## src/rtl/iir_coeff_ctrl.sv

```systemverilog
// Coefficient configuration controller for a cascaded-biquad IIR filter.
// Shadow bank writes, sample-aligned atomic commit to the active bank, optional filter flush.
module iir_coeff_ctrl #(
    parameter int unsigned COEFF_WIDTH  = 32,
    parameter int unsigned NUM_SECTIONS = 3,
    parameter int unsigned ADDR_WIDTH   = 4,
    parameter int unsigned FLUSH_CYCLES = 4
) (
    input  logic                                      clk,
    input  logic                                      rst_n,
    input  logic                                      wr_valid,
    output logic                                      wr_ready,
    input  logic [ADDR_WIDTH-1:0]                     wr_addr,
    input  logic [COEFF_WIDTH-1:0]                    wr_data,
    input  logic                                      commit_req,
    input  logic                                      commit_flush,
    input  logic                                      sample_tick,
    output logic [5*NUM_SECTIONS*COEFF_WIDTH-1:0]     coeff_flat,
    output logic                                      filt_rst_n,
    output logic                                      busy,
    output logic                                      commit_done,
    output logic                                      addr_err
);

    localparam int unsigned NUM_COEFF = 5 * NUM_SECTIONS;
    localparam int unsigned CNT_W     = (FLUSH_CYCLES > 1) ? $clog2(FLUSH_CYCLES) : 1;

    typedef enum logic [1:0] {
        IDLE,
        WAIT_TICK,
        FLUSH
    } state_t;

    state_t                 state_q, state_d;
    logic                   flush_q, flush_d;
    logic [CNT_W-1:0]       cnt_q, cnt_d;
    logic                   done_d, err_d, frst_d;
    logic                   shadow_we, load_active;
    logic                   addr_ok;
    logic [COEFF_WIDTH-1:0] shadow [NUM_COEFF];

    assign addr_ok  = 32'(wr_addr) < NUM_COEFF;
    assign wr_ready = (state_q == IDLE);
    assign busy     = (state_q != IDLE);

    // State register and registered control outputs
    always_ff @(posedge clk or negedge rst_n) begin
        if (!rst_n) begin
            state_q     <= IDLE;
            flush_q     <= 1'b0;
            cnt_q       <= '0;
            filt_rst_n  <= 1'b0;
            commit_done <= 1'b0;
            addr_err    <= 1'b0;
        end else begin
            state_q     <= state_d;
            flush_q     <= flush_d;
            cnt_q       <= cnt_d;
            filt_rst_n  <= frst_d;
            commit_done <= done_d;
            addr_err    <= err_d;
        end
    end

    // Next-state and control decode
    always_comb begin
        state_d     = state_q;
        flush_d     = flush_q;
        cnt_d       = cnt_q;
        done_d      = 1'b0;
        err_d       = 1'b0;
        shadow_we   = 1'b0;
        load_active = 1'b0;
        unique case (state_q)
            IDLE: begin
                if (wr_valid) begin
                    if (addr_ok) shadow_we = 1'b1;
                    else         err_d     = 1'b1;
                end
                if (commit_req) begin
                    flush_d = commit_flush;
                    state_d = WAIT_TICK;
                end
            end
            WAIT_TICK: begin
                if (sample_tick) begin
                    load_active = 1'b1;
                    if (flush_q) begin
                        state_d = FLUSH;
                        cnt_d   = CNT_W'(FLUSH_CYCLES - 1);
                    end else begin
                        state_d = IDLE;
                        done_d  = 1'b1;
                    end
                end
            end
            FLUSH: begin
                if (cnt_q == '0) begin
                    state_d = IDLE;
                    flush_d = 1'b0;
                    done_d  = 1'b1;
                end else begin
                    cnt_d = cnt_q - CNT_W'(1);
                end
            end
            default: state_d = IDLE;
        endcase
        frst_d = (state_d != FLUSH);
    end

    // Shadow bank: written only on an accepted, in-range handshake
    always_ff @(posedge clk or negedge rst_n) begin
        if (!rst_n) begin
            for (int i = 0; i < int'(NUM_COEFF); i++) shadow[i] <= '0;
        end else if (shadow_we) begin
            shadow[wr_addr] <= wr_data;
        end
    end

    // Active bank: every coefficient loads on the same edge
    always_ff @(posedge clk or negedge rst_n) begin
        if (!rst_n) begin
            coeff_flat <= '0;
        end else if (load_active) begin
            for (int i = 0; i < int'(NUM_COEFF); i++)
                coeff_flat[i*COEFF_WIDTH +: COEFF_WIDTH] <= shadow[i];
        end
    end

endmodule
```

## config.mk

```make
export PLATFORM = sky130hd
export DESIGN_NAME = iir_coeff_ctrl
export DESIGN_NICKNAME = d
export VERILOG_FILES = /design/src/rtl/iir_coeff_ctrl.sv
export SDC_FILE = /design/constraint.sdc
export NUM_CORES = 1
export LEC_CHECK = 0
export CAP_MARGIN = 20
export CORE_MARGIN = 8
export CORE_UTILIZATION = 35
export CTS_CLUSTER_DIAMETER = 60
export DETAILED_ROUTE_END_ITERATION = 8
export PLACE_DENSITY = 0.6
export SLEW_MARGIN = 40
export SYNTH_ARGS = -nofsm -noshare
export SYNTH_HDL_FRONTEND = slang
export SYNTH_SLANG_ARGS = --single-unit
```

## constraint.sdc

```tcl
create_clock -name clk -period 4.8 [get_ports clk]
set_clock_uncertainty 0.15 [all_clocks]
set_input_delay 0.72 -clock clk [delete_from_list [all_inputs] [get_ports clk]]
set_output_delay 0.72 -clock clk [all_outputs]
set_load 0.05 [all_outputs]
```

## Word-level counts from Yosys, hierarchy flattened

Index checks and enable logic that the tools add are counted.

- Add/sub/neg operators: 1
- Magnitude comparators: 3
- Equality and inequality tests: 8
- Mux-type cells: 27
- Bitwise logic cells: 1
- Reductions and logical operators: 8

Operators by type and width:

| operator | number |
|---|---|
| $bwmux 480 | 1 |
| $demux 32 s4 | 1 |
| $mux 32 | 1 |
| $mux 2 | 7 |
| $mux 1 | 13 |
| $ne 2x2->1 const B | 5 |
| $pmux 2 s3 | 1 |
| $reduce_bool 2->1 | 3 |
| $ge 5x5->1 const B | 1 |
| $lt 5x1->1 const B | 1 |
| $not 4->5 | 1 |
| $logic_not 2->1 | 2 |
| $lt 4x4->1 const B | 1 |
| $pmux 1 s2 | 2 |
| $pmux 2 s2 | 1 |
| $reduce_and 4->1 | 1 |
| $reduce_and 3->1 | 1 |
| $eq 2x1->1 const B | 1 |
| $eq 2x2->1 const B | 1 |
| $ne 2x1->1 const B | 1 |
| $sub 2x1->2 const B | 1 |
| $logic_and 1x1->1 | 1 |

- Flip-flop bits (word level): 968
- Output and inout bits: 485
- Logic and storage cells: 70

## Longest topological paths before layout

- Word-level depth: 6
- Gate-level depth with buffers: 8

## Least setup slack after synthesis

OpenSTA, ideal clock, no wires.

- Kind: register -> register
- Start point: register state_q[1]
- End point: register shadow[65] (netlist bit)
- Arrival time: 2.253 ns
- Slack: 2.272 ns
- Cell stages (with the launch flop): 9
- Path buffers: 3
- Cell sequence: dfrtp_1 inv_1 ha_1 buf_4 and4bb_1 nor2b_1 clkbuf_1 buf_4 mux2_2

- Word-level cells in the longest chain between the ends: 2

Ends and longest elaborated chain:

| what | line | source |
|---|---|---|
| from (decl) | 34 | `state_t state_q, state_d;` |
| from (signal assigned) | 56 | `state_q <= state_d;` |
| $logic_not 2->1 | n/a |  |
| named net wr_ready | 12 | `output logic wr_ready,` |
| $mux 1 | 74 | `unique case (state_q)` |
| to (signal, indexed assignment) | 116 | `shadow[wr_addr] <= wr_data;` |
| to (decl) | 40 | `logic [COEFF_WIDTH-1:0] shadow [NUM_COEFF];` |

The timed path passes the listed nets, and every way through them passes these cells.
A chain may end at the register's enable or synchronous reset.

## Worst setup path after layout

- Start point: register state_q[1]
- End point: output port wr_ready

- Word-level cells in the longest chain between the ends: 1

Ends and longest elaborated chain:

| what | line | source |
|---|---|---|
| $logic_not 2->1 | 43 | `assign wr_ready = (state_q == IDLE);` |
| to (decl) | 12 |  |

No other way between the ends.

==> Flow_metrics.wiki <==
{| class="wikitable"
! Metric !! Value
|-
| Primary FF master, synth || dfrtp_1
|-
| Number of endpoints failing setup at the final stage || 0
|-
| Die boundary height || about 340 um
|-
| Share of layout cells above drive strength 1 || roughly 44%
|-
| Die Span X || roughly 340 um
|-
| Final weighted congestion in routability-driven placement || 0.7853
|-
| Cell at the slowest stage of the critical path || clkdlybuf4s50_1
|-
| Count of TritonRoute iterations in the first routing pass || 4
|-
| Final cycle utilization of the critical path || 69.23%
|-
| Post-detailed-route via-to-cell ratio || 4.782
|-
| Number of global-route vias before repair || 22200
|-
| Area of the placeable core || between 100000 and 150000 sq um
|-
| Critical Path RT || approximately 3.9 ns
|-
| Layout filler cell count || ~9000
|-
| Routed wire per std cell || 24.16 um
|-
| DR iter-0 viols || 809
|-
| Fin worst setup slack || between 1 and 1.5 ns
|-
| Synth top area share || about two thirds
|-
| Fin area || approximately 47000 sq um
|-
| Detailed placer's ending HPWL || about 68000 um
|-
| Number of clock sinks || roughly 970
|-
| Worst min-delay path class || flip-flop to flip-flop
|-
| Number of buffers added for setup after CTS || 0
|-
| Die area || about 110000 sq um
|-
| Cell Pwr Density || 796.2 nW/um^2
|-
| # placed instances || about 3900
|-
| Cell type with the largest total area after synthesis || dfrtp_1
|-
| Slew HR || a little under half
|-
| Number of ports placed on the die boundary || 527
|-
| Type of element launching the critical path || flip-flop
|-
| Initial core utilization || roughly a third
|-
| Post-Route WL || approximately 100000 um
|-
| Final min period || 3.323 ns
|-
| Share of the core filled with cells in the final layout || between 40% and 50%
|-
| TritonCTS clock tree || built
|-
| Maximum vdd drop || ~480 uV
|-
| Mean instance size in the synthesized netlist || 16.99 sq um
|-
| Final sum of negative setup slack || 0 ns
|-
| Ordered cell list for the critical path || inv_1 > ha_1 > clkdlybuf4s50_1
|-
| Path depth of the worst reg2reg path || 6
|-
| Worst R2R Setup Slack || ~1.7 ns
|-
| Path type of the worst setup path || flip-flop to primary output
|-
| LEAKAGE || about 21 nW
|-
| Yosys Warn Count || 0
|-
| Number of buffer and inverter instances along the worst setup path || 2
|-
| Arrival time worst endpoint || around 2.5 ns
|-
| Endpoint type of the worst setup path || primary output
|-
| Total global routing overflow || 0
|-
| Clock Tree Root || clkbuf_16
|-
| Post-synthesis sequential area ratio || 67.08%
|-
| Largest cells by area after synthesis || dfrtp_1 (67%), mux2_2 (30%), buf_2 (1.1%)
|-
| Total global routing track utilization || about 17%
|-
| Initial antenna violation count || 3
|-
| Pin count of the biggest net entering global routing || about 120
|-
| Clk slew on worst S/H paths || 0.06 ns
|-
| Total via count in the routed design || around 20000
|-
| Layout Nets || 2721
|-
| Summed instance area of the synthesized netlist || 36110 sq um
|-
| Post-synthesis cell type count || 29
|-
| Count of maximum capacitance violations || 0
|-
| Slew of the pin with the lowest slew margin || 0.7862 ns
|-
| Clock Path Buffers || 3
|-
| Placement Setup Slack || 1.335 ns
|-
| Share of synthesized registers carrying an async set or reset || 100.0%
|-
| Routed Antenna Nets || 0
|-
| Number of standard-cell rows in the floorplan || between 100 and 150
|-
| Number of stages on the worst hold path || 1
|-
| Most common cell in the netlist || dfrtp_1
|-
| Synthesized instance count || roughly 2100
|-
| DP Area || between 40000 and 50000 sq um
|-
| Number of pins exceeding their max-slew limit in the final report || 0
|-
| Number of buffers inserted by port buffering || 526
|-
| Critical Path Stages || 3
|-
| Later-pin clock latency in the skew report || 0.67 ns
|-
| Clock buffer count from CTS || 106
|-
| Post-synth EDFFs || 0
|-
| Unrepaired setup endpoints after global routing || no
|-
| Family of cells with the greatest summed delay on the critical path || buffers and inverters
|-
| Count of instances resized after the clock tree is built || 0
|-
| Number of register bits inferred by synthesis || 968
|-
| Hold buffer count at CTS || 1
|-
| Number of hold-slack violations in the final timing report || 0
|-
| Cell types with the highest counts after synthesis || dfrtp_1 (968), mux2_2 (956), buf_2 (78)
|-
| Result of the run || finished clean
|-
| H-tree levels || 3
|-
| Area grow syn2layout || 28.92%
|-
| Count of placed standard cells in the final layout, fillers left out || between 4000 and 5000
|-
| Delay of the slowest critical-path stage || around 0.88 ns
|-
| Syn Nets || around 2200
|-
| Area of the multi-input gates || around 11000 sq um
|-
| Global-route wire length before repair || between 100000 and 150000 um
|-
| Final routed DRC violation total || 0
|-
| Max Clk Rate || around 0.30 GHz
|-
| FF+latch area || between 20000 and 25000 sq um
|-
| Critical path fanouts, max || 10
|}
-- power breakdown --
group	switching (mW)	leakage [nW]	internal, mW
Clock	3.33	1.75	4.86
Combinational	9.04	7.08	6.10
Sequential	2.08	12.3	11.7
Total	14.4	21.1	22.6
-- registers in the layout, summed over array words and instances, names as in the netlist --
register     cells
state_q          2
filt_rst_n       1
coeff_flat     480
commit_done      1
shadow         480
flush_q          1
addr_err         1
cnt_q            2
-- worst paths after layout --
path	startpoint	to
worst max-delay path	state_q[1]	wr_ready
worst min-delay path	shadow[48]	coeff_flat[432]
worst max register to register	state_q[1]	shadow[301]
worst min register to register	shadow[48]	coeff_flat[432]
max in group asynchronous	rst_n	shadow[282]
min in group asynchronous	rst_n	coeff_flat[456]
-- through the flow --
stage,power (mW),hold WS [ns]
4_1_cts,37.58,0.3356
3_5_place_dp,29.20,0.3344
5_1_grt,38.75,0.3594
2_1_floorplan,23.42,0.2744
6_report,37.07,0.3364
3_3_place_gp,28.77,0.3208
-- logic make-up after synthesis --
family / count (synthesis) / synth area share [%]
buffers and inverters: 143 / 1.923
multiplexers: 963 / 30.07
AND/OR/NAND/NOR: 38 / 0.5682
AO/OA/AOI/OAI: 8 / 0.1559
flip-flops: 968 / 67.08
adder cells (fa/ha/maj): 6 / 0.2079
-- layout make-up --
type,count,share of cell area (%)
Sequential cell,968,52.03
Timing Repair Buffer,575,12.22
Clock inverter,36,0.8734
Clock buffer,157,6.805
Multi-Input combinational cell,1015,24.29
Antenna cell,4,0.02150
Inverter,7,0.05644
Tap cell,1380,3.709
-- per-layer routing --
| metal | routed length, um | GRT usage [%] | up-vias |
|---|---|---|---|
| met2 | 50080 | 30.11 | 488 |
| li1 | - | - | 8577 |
| met1 | 39890 | 20.65 | 10590 |
| met4 | 3344 | 6.236 | 0 |
| met3 | 6768 | 4.726 | 150 |
| met5 | 0 | 0 | - |
-- cells in the final DEF, fill, tap and decap left out, drive strengths merged, types with 4 or more instances in the layout --
cell type      count
bufinv             5
ha                 6
dfrtp            968
clkinvlp           5
clkbuf           157
clkinv            17
nand2              6
buf               79
clkdlybuf4s50    495
mux2             963
nor2              11
diode              4
inv               16
nor2b              5
nand2b             4
No activity file was read; power rests on OpenSTA's default activity.
